**config.mk**
```make
export PLATFORM = sky130hd
export DESIGN_NAME = keypad_scanner
export DESIGN_NICKNAME = d
export VERILOG_FILES = /design/src/rtl/keypad_scanner.sv
export SDC_FILE = /design/constraint.sdc
export NUM_CORES = 1
export LEC_CHECK = 0
export ABC_CLOCK_PERIOD_IN_PS = 2600
export BUFFER_PORTS_ARGS = -buffer_cell sky130_fd_sc_hd__buf_2
export CAP_MARGIN = 10
export CELL_PAD_IN_SITES_DETAIL_PLACEMENT = 1
export CELL_PAD_IN_SITES_GLOBAL_PLACEMENT = 1
export CORE_ASPECT_RATIO = 1.5
export CORE_UTILIZATION = 46
export CTS_CLUSTER_DIAMETER = 100
export CTS_CLUSTER_SIZE = 40
export DETAILED_ROUTE_END_ITERATION = 7
export PLACE_DENSITY_LB_ADDON = 0.05
export SKIP_CTS_REPAIR_TIMING = 1
export SYNTH_ARGS = -nofsm -noshare
export SYNTH_HDL_FRONTEND = slang
export SYNTH_SLANG_ARGS = --single-unit
```
**constraint.sdc**
```tcl
create_clock -name clk -period 2.6 [get_ports clk]
set_clock_uncertainty 0.05 [all_clocks]
set_input_delay 0.26 -clock clk [delete_from_list [all_inputs] [get_ports clk]]
set_output_delay 0.26 -clock clk [all_outputs]
set_load 0.02 [all_outputs]
```
**src/rtl/keypad_scanner.sv**
```systemverilog
// keypad_scanner: scans a 4x4 active-low matrix keypad one row per scan tick,
// synchronizes the column inputs, debounces press and release, and presents
// one clean 4-bit key code per physical press (4'b1111 when idle).
module keypad_scanner #(
  parameter int SCAN_DIV     = 100000,
  parameter int DEBOUNCE_CNT = 10
) (
  input  logic       clk,
  input  logic       rst,
  input  logic [3:0] col_in,
  output logic [3:0] row_out,
  output logic [3:0] key_data,
  output logic       key_valid
);

  localparam int DIV_W = (SCAN_DIV > 1) ? $clog2(SCAN_DIV) : 1;
  localparam int DB_W  = $clog2(DEBOUNCE_CNT + 1);
  localparam logic [DIV_W-1:0] DIV_LAST = DIV_W'(SCAN_DIV - 1);
  localparam logic [DB_W-1:0]  DB_DONE  = DB_W'(DEBOUNCE_CNT);
  localparam logic [3:0]       IDLE     = 4'b1111;

  typedef enum logic [1:0] {
    SCAN,
    PRESS_DB,
    HELD,
    RELEASE_DB
  } state_t;

  state_t           state;
  logic [3:0]       col_meta;
  logic [3:0]       col_s;
  logic [DIV_W-1:0] div;
  logic             tick;
  logic [DB_W-1:0]  db_cnt;
  logic [1:0]       row;
  logic [3:0]       cand_code;
  logic [3:0]       cand_cols;
  logic             one_low;
  logic [1:0]       low_idx;
  logic [3:0]       scan_code;
  logic             press_ok;

  // Two-flop synchronizer for the asynchronous, pulled-up column lines.
  always_ff @(posedge clk) begin
    // NOTE: non-blocking assignments keep both flops sampling the pre-edge values.
    if (rst) begin
      col_meta <= IDLE;
      col_s    <= IDLE;
    end else begin
      col_meta <= col_in;
      col_s    <= col_meta;
    end
  end

  // Free-running scan divider; tick marks the last cycle of each scan period.
  always_ff @(posedge clk) begin
    if (rst)       div <= '0;
    else if (tick) div <= '0;
    else           div <= div + 1'b1;
  end

  assign tick = (div == DIV_LAST);

  // Decode the sampled columns: exactly one low column gives a candidate key.
  always_comb begin
    // NOTE: defaults first so every path assigns and no latch is inferred.
    one_low = 1'b0;
    low_idx = 2'd0;
    case (col_s)
      4'b1110: begin one_low = 1'b1; low_idx = 2'd0; end
      4'b1101: begin one_low = 1'b1; low_idx = 2'd1; end
      4'b1011: begin one_low = 1'b1; low_idx = 2'd2; end
      4'b0111: begin one_low = 1'b1; low_idx = 2'd3; end
      default: ;
    endcase
  end

  // Row 3 / column 3 encodes as the idle code, so it can never be a key.
  assign scan_code = {row, low_idx};
  assign press_ok  = one_low && (scan_code != IDLE);
  assign row_out   = ~(4'b0001 << row);

  // Scan / debounce FSM with registered key outputs.
  always_ff @(posedge clk) begin
    if (rst) begin
      state     <= SCAN;
      row       <= 2'd0;
      db_cnt    <= '0;
      cand_code <= IDLE;
      cand_cols <= IDLE;
      key_data  <= IDLE;
      key_valid <= 1'b0;
    end else begin
      key_valid <= 1'b0;
      case (state)
        SCAN: begin
          if (tick) begin
            if (press_ok) begin
              cand_code <= scan_code;
              cand_cols <= col_s;
              db_cnt    <= '0;
              state     <= PRESS_DB;
            end else begin
              row <= row + 2'd1;
            end
          end
        end
        PRESS_DB: begin
          if (db_cnt == DB_DONE) begin
            key_data  <= cand_code;
            key_valid <= 1'b1;
            state     <= HELD;
          end else if (tick) begin
            if (col_s == cand_cols) begin
              db_cnt <= db_cnt + 1'b1;
            end else begin
              row   <= row + 2'd1;
              state <= SCAN;
            end
          end
        end
        HELD: begin
          // Extra keys while held are ignored; only a fully idle sample counts.
          if (tick && (col_s == IDLE)) begin
            db_cnt <= '0;
            state  <= RELEASE_DB;
          end
        end
        RELEASE_DB: begin
          if (db_cnt == DB_DONE) begin
            key_data <= IDLE;
            row      <= row + 2'd1;
            state    <= SCAN;
          end else if (tick) begin
            if (col_s == IDLE) db_cnt <= db_cnt + 1'b1;
            else               state  <= HELD;
          end
        end
        default: state <= SCAN;
      endcase
    end
  end

endmodule

```
* Word level (Yosys, flattened, before mapping) *
Index checks and enable logic that the tools add are counted.

word-level totals
  output and inout bits = 9
  register bits after elaboration = 46
  bits of input ports = 6

operators by class
  mux-type cells = 33
  add/sub/neg operators = 3
  reduce and logical (&&, ||, !) cells = 13
  equal/unequal tests = 29
  bitwise operators = 2
  shift operators = 1

operators with widths
  kind                                                                    number
  4-bit two-way mux                                                       11
  2-bit two-way mux                                                       15
  2-bit != test (second input constant)                                   13
  4-bit equality test (second input constant)                             5
  17-bit by 1-bit adder with 17-bit output (second input constant)        1
  17-bit equality test (second input constant)                            1
  4-bit case mux with 4 select lines                                      1
  7-bit AND reduction                                                     2
  3-bit != test (second input constant)                                   4
  2-bit case mux with 3 select lines                                      2
  9-bit AND reduction                                                     1
  2-bit case mux with 4 select lines                                      1
  4-bit case mux with 2 select lines                                      1
  3-bit AND reduction                                                     2
  4-bit by 1-bit adder with 4-bit output (second input constant)          1
  2-bit equality test (second input constant)                             2
  4-bit by 3-bit equality test with 1-bit output (second input constant)  1
  4-bit equality test                                                     1
  4-bit != test (second input constant)                                   1
  4-bit inverter                                                          1
  2-bit OR reduction                                                      2
  4-bit OR reduction                                                      1
  1-bit by 2-bit left shift with 4-bit output (first input constant)      1
  3-bit nonzero test                                                      1
  7 further kinds                                                         9

* Logic depth before layout (Yosys ltp) *
Gate-level depths: netlist (run 1).

  depth after elaboration = 7
  depth in mapped cells = 8
  gate-level depth less buffers = 8

* Least setup slack after synthesis (run 1) *
Ideal clock, no wire load.

  path kind = reg2reg
  from = register row[0]
  to = register db_cnt[3]
  slack = 322 ps
  stages on the path, launching flop included = 8
  data required time = 2480 ps
  arrival = 2159 ps
  buffers on the path = 0
  period minus slack after synthesis = 2278 ps
  setup time = 70 ps
  cell sequence = dfxtp_1 > ha_1 > or3b_1 > a311o_1 > a21oi_2 > o2111ai_2 > or4_1 > a21oi_1

between the ends
  longest elaborated chain between the ends = 4

RTL lines
  item                                  RTL line  RTL
  start: declaration                    35        logic [1:0] row;
  start signal: assignment              104       row <= row + 2'd1;
  start signal: assignment              117       row <= row + 2'd1;
  start signal: assignment              132       row <= row + 2'd1;
  4-bit != test                         80        assign press_ok = one_low && (scan_code != IDLE);
  1-bit logical AND                     80
  2-bit != test (no source line)        -
  9-bit AND reduction (no source line)  -
  end signal: assignment                115       db_cnt <= db_cnt + 1'b1;
  end signal: assignment                135       if (col_s == IDLE) db_cnt <= db_cnt + 1'b1;
  end: declaration                      34        logic [DB_W-1:0] db_cnt;

No other way between the ends.
A chain may end at the register's enable or synchronous reset.

* Final worst setup path (run 1) *
Same ends and word-level chain as after synthesis.

==> metrics.yaml, run 1 <==
status: "completed"
regToRegSetupSlack_ns: 0.16
required_ns: 2.78
grt_pass1_vias: 1670
drt_iter0_markers: 44
critPathLaunchType: "register"
hold_path_depth: 2
fmax_mhz: 409.6
clk_latency_ns: 0.30
grtUsageTotal: 0.1937
worstMarginPinSlew_ns: 0.5315
route.detailed.drc: 0
synthCells: 241
hpwl_um: 3157
die_width_um: 58.24
p_leak_nw: 0.9749
endpoint_kind: "register"
yosys.area.top_type: "dfxtp_1"
yosys.area_share.simple: 0.2460
core_sq_um: 4542
fin_total_pwr_w: 0.001492
yosysWarnings: 0
cts_max_level: 2
power_frac_comb: 0.083
irDropWorstVdd_mv: 0.4753
power_density_nw_per_um2: 607.1
crit_fanout: 5
clockPowerShare: 0.426
finalSetupTns_ns: 0
synth_nets: 259
p_int_w: 0.001157
swShare: 0.2245
hold_path.class: "in -> reg"
critical_path_class: "reg -> reg"
cts-root-buf: "clkbuf_8"
finalSetupViolations: 0
port_buffers: 14
synthesis.area_sq_um: 2182
switchingPower_w: 0.0003350
grt_max_degree: 35
synthToLayoutAreaGrowth_pct: 12.61
synth-seq-area-share: 0.4220
clkTransAtPathRegs_ns: 0.09
synth_enable_flop_cells: 0
hp-start: "col_in[2]"
finalHoldViolCount: 0
vias: 1688
synth_top_family_by_area: "simple AND/OR/NAND/NOR gates"
overflow: 0
nets: 275
core.rowCount: 30
ys_seq_elements: 46
r2r_start: "row[0]"
die_area_sq_um: 5029
antenna_found_initial: 0
period_needed_ns: 2.442
finalCritPeriodShare: 0.9391
synth_xor_area_frac: 0.07225
via_per_inst: 5.242
antenna_left: 0
async_reset_ff_frac: 0
min_to: "col_meta[2]"
synth_mux_area_frac: 0.01892
num_io_pins: 15
ys_top_cells_by_area: "dfxtp_1, ha_1, nor2_1, xnor2_1, xor2_1"
rsz0062_at_grt: "no"
antenna_cells: 0
slew_headroom: 0.6407
place_congestion: 0.7497
dp_cells: 313
clockBufferDepth: 2
cts.sinks: 46
drt_wl_total_um: 4338
synth_top_area_share: 0.4220
synth.distinct_cells: 46
synth_compound_area_frac: 0.1216
instances_no_fill: 322
firstDrtPassIters: 4
routedWlPerCell_um: 13.47
seqPwrFrac: 0.491
maxSlewViolCount: 0
rr_worst_depth: 7
cts_tree: "built"
synth_area_per_cell_sq_um: 9.054
crit_arrival_ns: 2.62
cts_buffers: 5
grt_pass1_wl_um: 7527
drive_above_1_share: 0.1512
cap_violations: 0
synthAdderAreaFrac: 0.06881
synth_flop_cell: "dfxtp_1"
start_util: 0.4804
fp.dieH_um: 86.36
r2r-end: "db_cnt[3]"
==> how the worst max path moves through the flow <==
stage,slack [ns],from,end
5_1_grt,0.005,row[0],db_cnt[3]
2_1_floorplan,0.32,row[0],db_cnt[3]
3_3_place_gp,0.19,row[0],db_cnt[2]
3_5_place_dp,0.12,row[0],db_cnt[3]
6_report,0.16,row[0],db_cnt[3]
4_1_cts,0.08,row[0],db_cnt[3]
==> metrics by stage <==
step	area, sq um	setup slack [ns]	utilization	hold slack (ns)
global route	2457	0.005238	0.5410	0.07202
global placement	2301	0.1948	0.5066	0.3421
finish	2457	0.1584	0.5410	0.08764
detailed placement	2301	0.1219	0.5066	0.3462
floorplan	2182	0.3216	-	0.3138
CTS	2439	0.07616	0.5369	0.07376
==> cell usage after synthesis, types with 6 or more instances <==
master	count
xor2_1	9
or2_2	9
inv_1	15
dfxtp_1	46
a21oi_1	9
nand2b_1	8
nor2_1	31
o21ai_0	6
a211o_1	7
nand4_1	7
nand3_1	10
ha_1	12
nand2_1	11
xnor2_1	9
==> metal layers <==
metal	wire length (um)	up-vias	global-route usage
li1	-	857	-
met1	1774	812	0.2090
met2	2424	14	0.3678
met3	68	5	0.03134
met4	71	0	0.07143
met5	0	-	0
==> sequential cells by signal (all words and copies together), names as in the netlist <==
name / cells
col_s: 4
col_meta: 4
key_data: 4
row: 2
div: 17
state: 2
cand_code: 4
cand_cols: 4
db_cnt: 4
key_valid: 1
==> cell type report <==
cell class	count	area, sq um
timing repair buffer	18	100.1
clock buffer	5	68.82
tap	64	80.08
inverter	15	56.30
multi-input combinational	171	1162
clock inverter	3	68.82
fill	545	2085
sequential	46	920.9
==> critical path, stage by stage, from the launching register on <==
cell and delay (ns):
dfxtp_1 0.35, ha_1 0.23, or3b_1 0.36, a311o_1 0.36, a21oi_2 0.23, o2111ai_4 0.16, or4_1 0.49, a21oi_1 0.15
==> cell families (layout without fill, tap and decap cells) <==
logic type	count (synthesis)	after routing
AND/OR/NAND/NOR	99	99
multiplexers	4	4
AO/OA/AOI/OAI	38	38
buffers and inverters	24	41
XOR/XNOR	18	18
adder cells (fa/ha/maj)	12	12
flip-flops	46	46
==> power groups by stage <==
stage                     clock network, W  logic [W]  registers [W]
after floorplan                          0  0.0000952       0.000742
after global placement                   0   0.000116       0.000748
after detailed placement                 0   0.000119       0.000749
after CTS                         0.000655   0.000119       0.000733
after global routing              0.000681   0.000138       0.000736
final                             0.000635   0.000124       0.000732
==> cells in the final DEF, fill, tap and decap left out, types with 5 or more instances in the layout <==
cell type / netlist / final
a211o_1: 7 / 7
a21oi_1: 9 / 9
buf_2: 1 / 14
clkbuf_8: 0 / 5
dfxtp_1: 46 / 46
ha_1: 12 / 12
inv_1: 15 / 15
nand2_1: 11 / 11
nand2b_1: 8 / 8
nand3_1: 10 / 10
nand4_1: 7 / 7
nor2_1: 31 / 31
o21ai_0: 6 / 6
or2_2: 9 / 9
xnor2_1: 9 / 9
xor2_1: 9 / 9
(Power assumes the default switching activity.)
==> inputs of run 2 (changes only) <==
--- a/config.mk
+++ b/config.mk
@@ -5,7 +5,7 @@
 export SDC_FILE = /design/constraint.sdc
 export NUM_CORES = 1
 export LEC_CHECK = 0
-export ABC_CLOCK_PERIOD_IN_PS = 2600
+export ABC_CLOCK_PERIOD_IN_PS = 2500
 export BUFFER_PORTS_ARGS = -buffer_cell sky130_fd_sc_hd__buf_2
 export CAP_MARGIN = 10
 export CELL_PAD_IN_SITES_DETAIL_PLACEMENT = 1
==> constraint.sdc (replaced) <==
create_clock -name clk -period 2.5 [get_ports clk]
set_clock_uncertainty 0.05 [all_clocks]
set_input_delay 0.25 -clock clk [delete_from_list [all_inputs] [get_ports clk]]
set_output_delay 0.25 -clock clk [all_outputs]
set_load 0.02 [all_outputs]
==> run 2 against run 1 <==
  * Wire length decreased by 2.1%
  * Sequential cell count did not move
  * Highest routed layer unchanged
  * First-iteration DRC count is 9.1% lower
  * Hold slack got worse by 0.020 ns
  * Critical path type unchanged
  * Critical endpoint is now db_cnt[2]
==> metrics.yaml, run 2 (same netlist as run 1, synthesis figures left out) <==
p_int_w: 0.001010  # was 0.001157 W
critPathLaunchType: "register"  # unchanged
grt_pass1_wl_um: 7679  # was 7527 um
min_to: "col_meta[0]"  # was col_meta[2]
overflow: 0  # unchanged
nets: 277  # was 275
cts-root-buf: "clkbuf_8"  # unchanged
die_width_um: 58.24  # unchanged
cts_tree: "built"  # unchanged
via_per_inst: 5.238  # was 5.242
final_cell_mix: "dfxtp_1, nor2_1, inv_1, buf_2, ha_1"  # unchanged
largest_reg_flops: 17  # unchanged
core_sq_um: 4542  # unchanged
antenna_found_initial: 0  # unchanged
finalSetupViolations: 0  # unchanged
fmax_mhz: 418.7  # was 409.6 MHz
worstMarginPinSlew_ns: 0.5712  # was 0.5315 ns
drive_above_1_share: 0.1577  # was 0.1512
drt_iter0_markers: 40  # was 44
firstDrtPassIters: 4  # unchanged
hold_path_depth: 2  # unchanged
p_leak_nw: 0.9635  # was 0.9749 nW
power_frac_comb: 0.093  # was 0.083
cap_violations: 0  # unchanged
num_io_pins: 15  # unchanged
rr_worst_depth: 7  # unchanged
regToRegSetupSlack_ns: 0.11  # was 0.16 ns
required_ns: 2.68  # was 2.78 ns
hold_path.class: "in -> reg"  # unchanged
r2r_start: "row[0]"  # unchanged
regMostFlops: "div"  # unchanged
clockPowerShare: 0.354  # was 0.426
seqPwrFrac: 0.553  # was 0.491
grt_pass1_vias: 1786  # was 1,670
routedWlPerCell_um: 13.11  # was 13.47 um
antenna_left: 0  # unchanged
clkTransAtPathRegs_ns: 0.10  # was 0.09 ns
cts.sinks: 46  # unchanged
fin_util: 0.5325  # was 0.5410
drt_wl_total_um: 4248  # was 4338 um
switchingPower_w: 0.0003656  # was 0.0003350 W
start_util: 0.4804  # unchanged
rsz0062_at_grt: "no"  # unchanged
slew_headroom: 0.6192  # was 0.6407
maxSlewViolCount: 0  # unchanged
cp-startpoint: "row[0]"  # unchanged
swShare: 0.2658  # was 0.2245
vias: 1697  # was 1,688
cts_buffers: 5  # unchanged
mostFrequentLayoutCell: "dfxtp_1"  # unchanged
route.detailed.drc: 0  # unchanged
hold_slack_ns: 0.06760  # was 0.08764 ns
status: "completed"  # unchanged
grtUsageTotal: 0.1961  # was 0.1937
endpoint_kind: "register"  # unchanged
die_area_sq_um: 5029  # unchanged
power_density_nw_per_um2: 568.8  # was 607.1 nW/um^2
period_needed_ns: 2.388  # was 2.442 ns
hp-start: "col_in[0]"  # was col_in[2]
place_congestion: 0.7724  # was 0.7497
clockBufferDepth: 2  # unchanged
port_buffers: 14  # unchanged
finalSetupTns_ns: 0  # unchanged
synthToLayoutAreaGrowth_pct: 10.84  # was 12.61%
antenna_cells: 0  # unchanged
crit_arrival_ns: 2.57  # was 2.62 ns
clk_latency_ns: 0.31  # was 0.30 ns
irDropWorstVdd_mv: 0.3462  # was 0.4753 mV
core.rowCount: 30  # unchanged
grt_max_degree: 34  # was 35
fp.dieH_um: 86.36  # unchanged
r2r-end: "db_cnt[2]"  # was db_cnt[3]
num-fill-cells: 560  # was 545
finalCritPeriodShare: 0.9552  # was 0.9391
critical_path_class: "reg -> reg"  # unchanged
cts_max_level: 2  # unchanged
crit_fanout: 4  # was 5
finalHoldViolCount: 0  # unchanged
hpwl_um: 3227  # was 3157 um
## run 2: cell count changes in the layout (fill, tap and decap cells not counted), sizes merged
cell	previous run	this run
inv	15	18
buf	18	20
bufinv	2	0
clkinv	1	0
## run 2: final cells by class
class,instances,area [sq um],share of cell area
multi-input cells,171,1151,0.4759
clock inverters,3,26.28,0.01086
well taps,64,80.08,0.03311
clock buffers,5,68.82,0.02845
flip-flops and latches,46,920.9,0.3808
inverters,15,56.30,0.02328
repair buffers,20,115.1,0.04759
## run 2: per-layer routing
metal,global-route usage,part of all wire,up-vias
met4,0.07792,0.016,0
met2,0.3741,0.55,19
met3,0.02687,0.020,6
li1,-,-,865
met1,0.2104,0.41,807
met5,0,0,-
## run 2: how the worst max path moves through the flow
stage | end | slack (ns) | cells past startpoint
after global placement | db_cnt[2] | 0.16 | 7
final | db_cnt[2] | 0.11 | 7
after CTS | db_cnt[2] | 0.07 | 7
after detailed placement | db_cnt[2] | 0.11 | 7
after floorplan | db_cnt[3] | 0.22 | 7
after global routing | db_cnt[2] | 0.01 | 7
## run 2: through the flow
| step | setup slack (ns) | power [W] | area (sq um) | instances |
|---|---|---|---|---|
| after global routing | 0.01102 | 0.001452 | 2419 | 324 |
| after global placement | 0.1624 | 0.0009052 | 2323 | 316 |
| after floorplan | 0.2216 | 0.0008710 | 2182 | 241 |
| after detailed placement | 0.1122 | 0.0009085 | 2323 | 316 |
| after CTS | 0.06840 | 0.001400 | 2419 | 324 |
| final | 0.1119 | 0.001376 | 2419 | 324 |
## run 2: critical path, cell delays in order, from the launching register on
cell and delay [ns]:
dfxtp_1 0.35, ha_1 0.22, or3b_1 0.35, a311o_1 0.35, a21oi_2 0.18, o2111ai_2 0.18, or4b_1 0.49, a21oi_1 0.16
## run 2: power by group through the flow
| stage | clock [W] | combinational (W) | sequential (W) |
|---|---|---|---|
| global route | 0.000542 | 0.000147 | 0.000763 |
| CTS | 0.000508 | 0.000131 | 0.000761 |
| finish | 0.000487 | 0.000128 | 0.000760 |
| detailed placement | 0 | 0.000131 | 0.000778 |
| floorplan | 0 | 0.0000990 | 0.000772 |
| global placement | 0 | 0.000128 | 0.000777 |
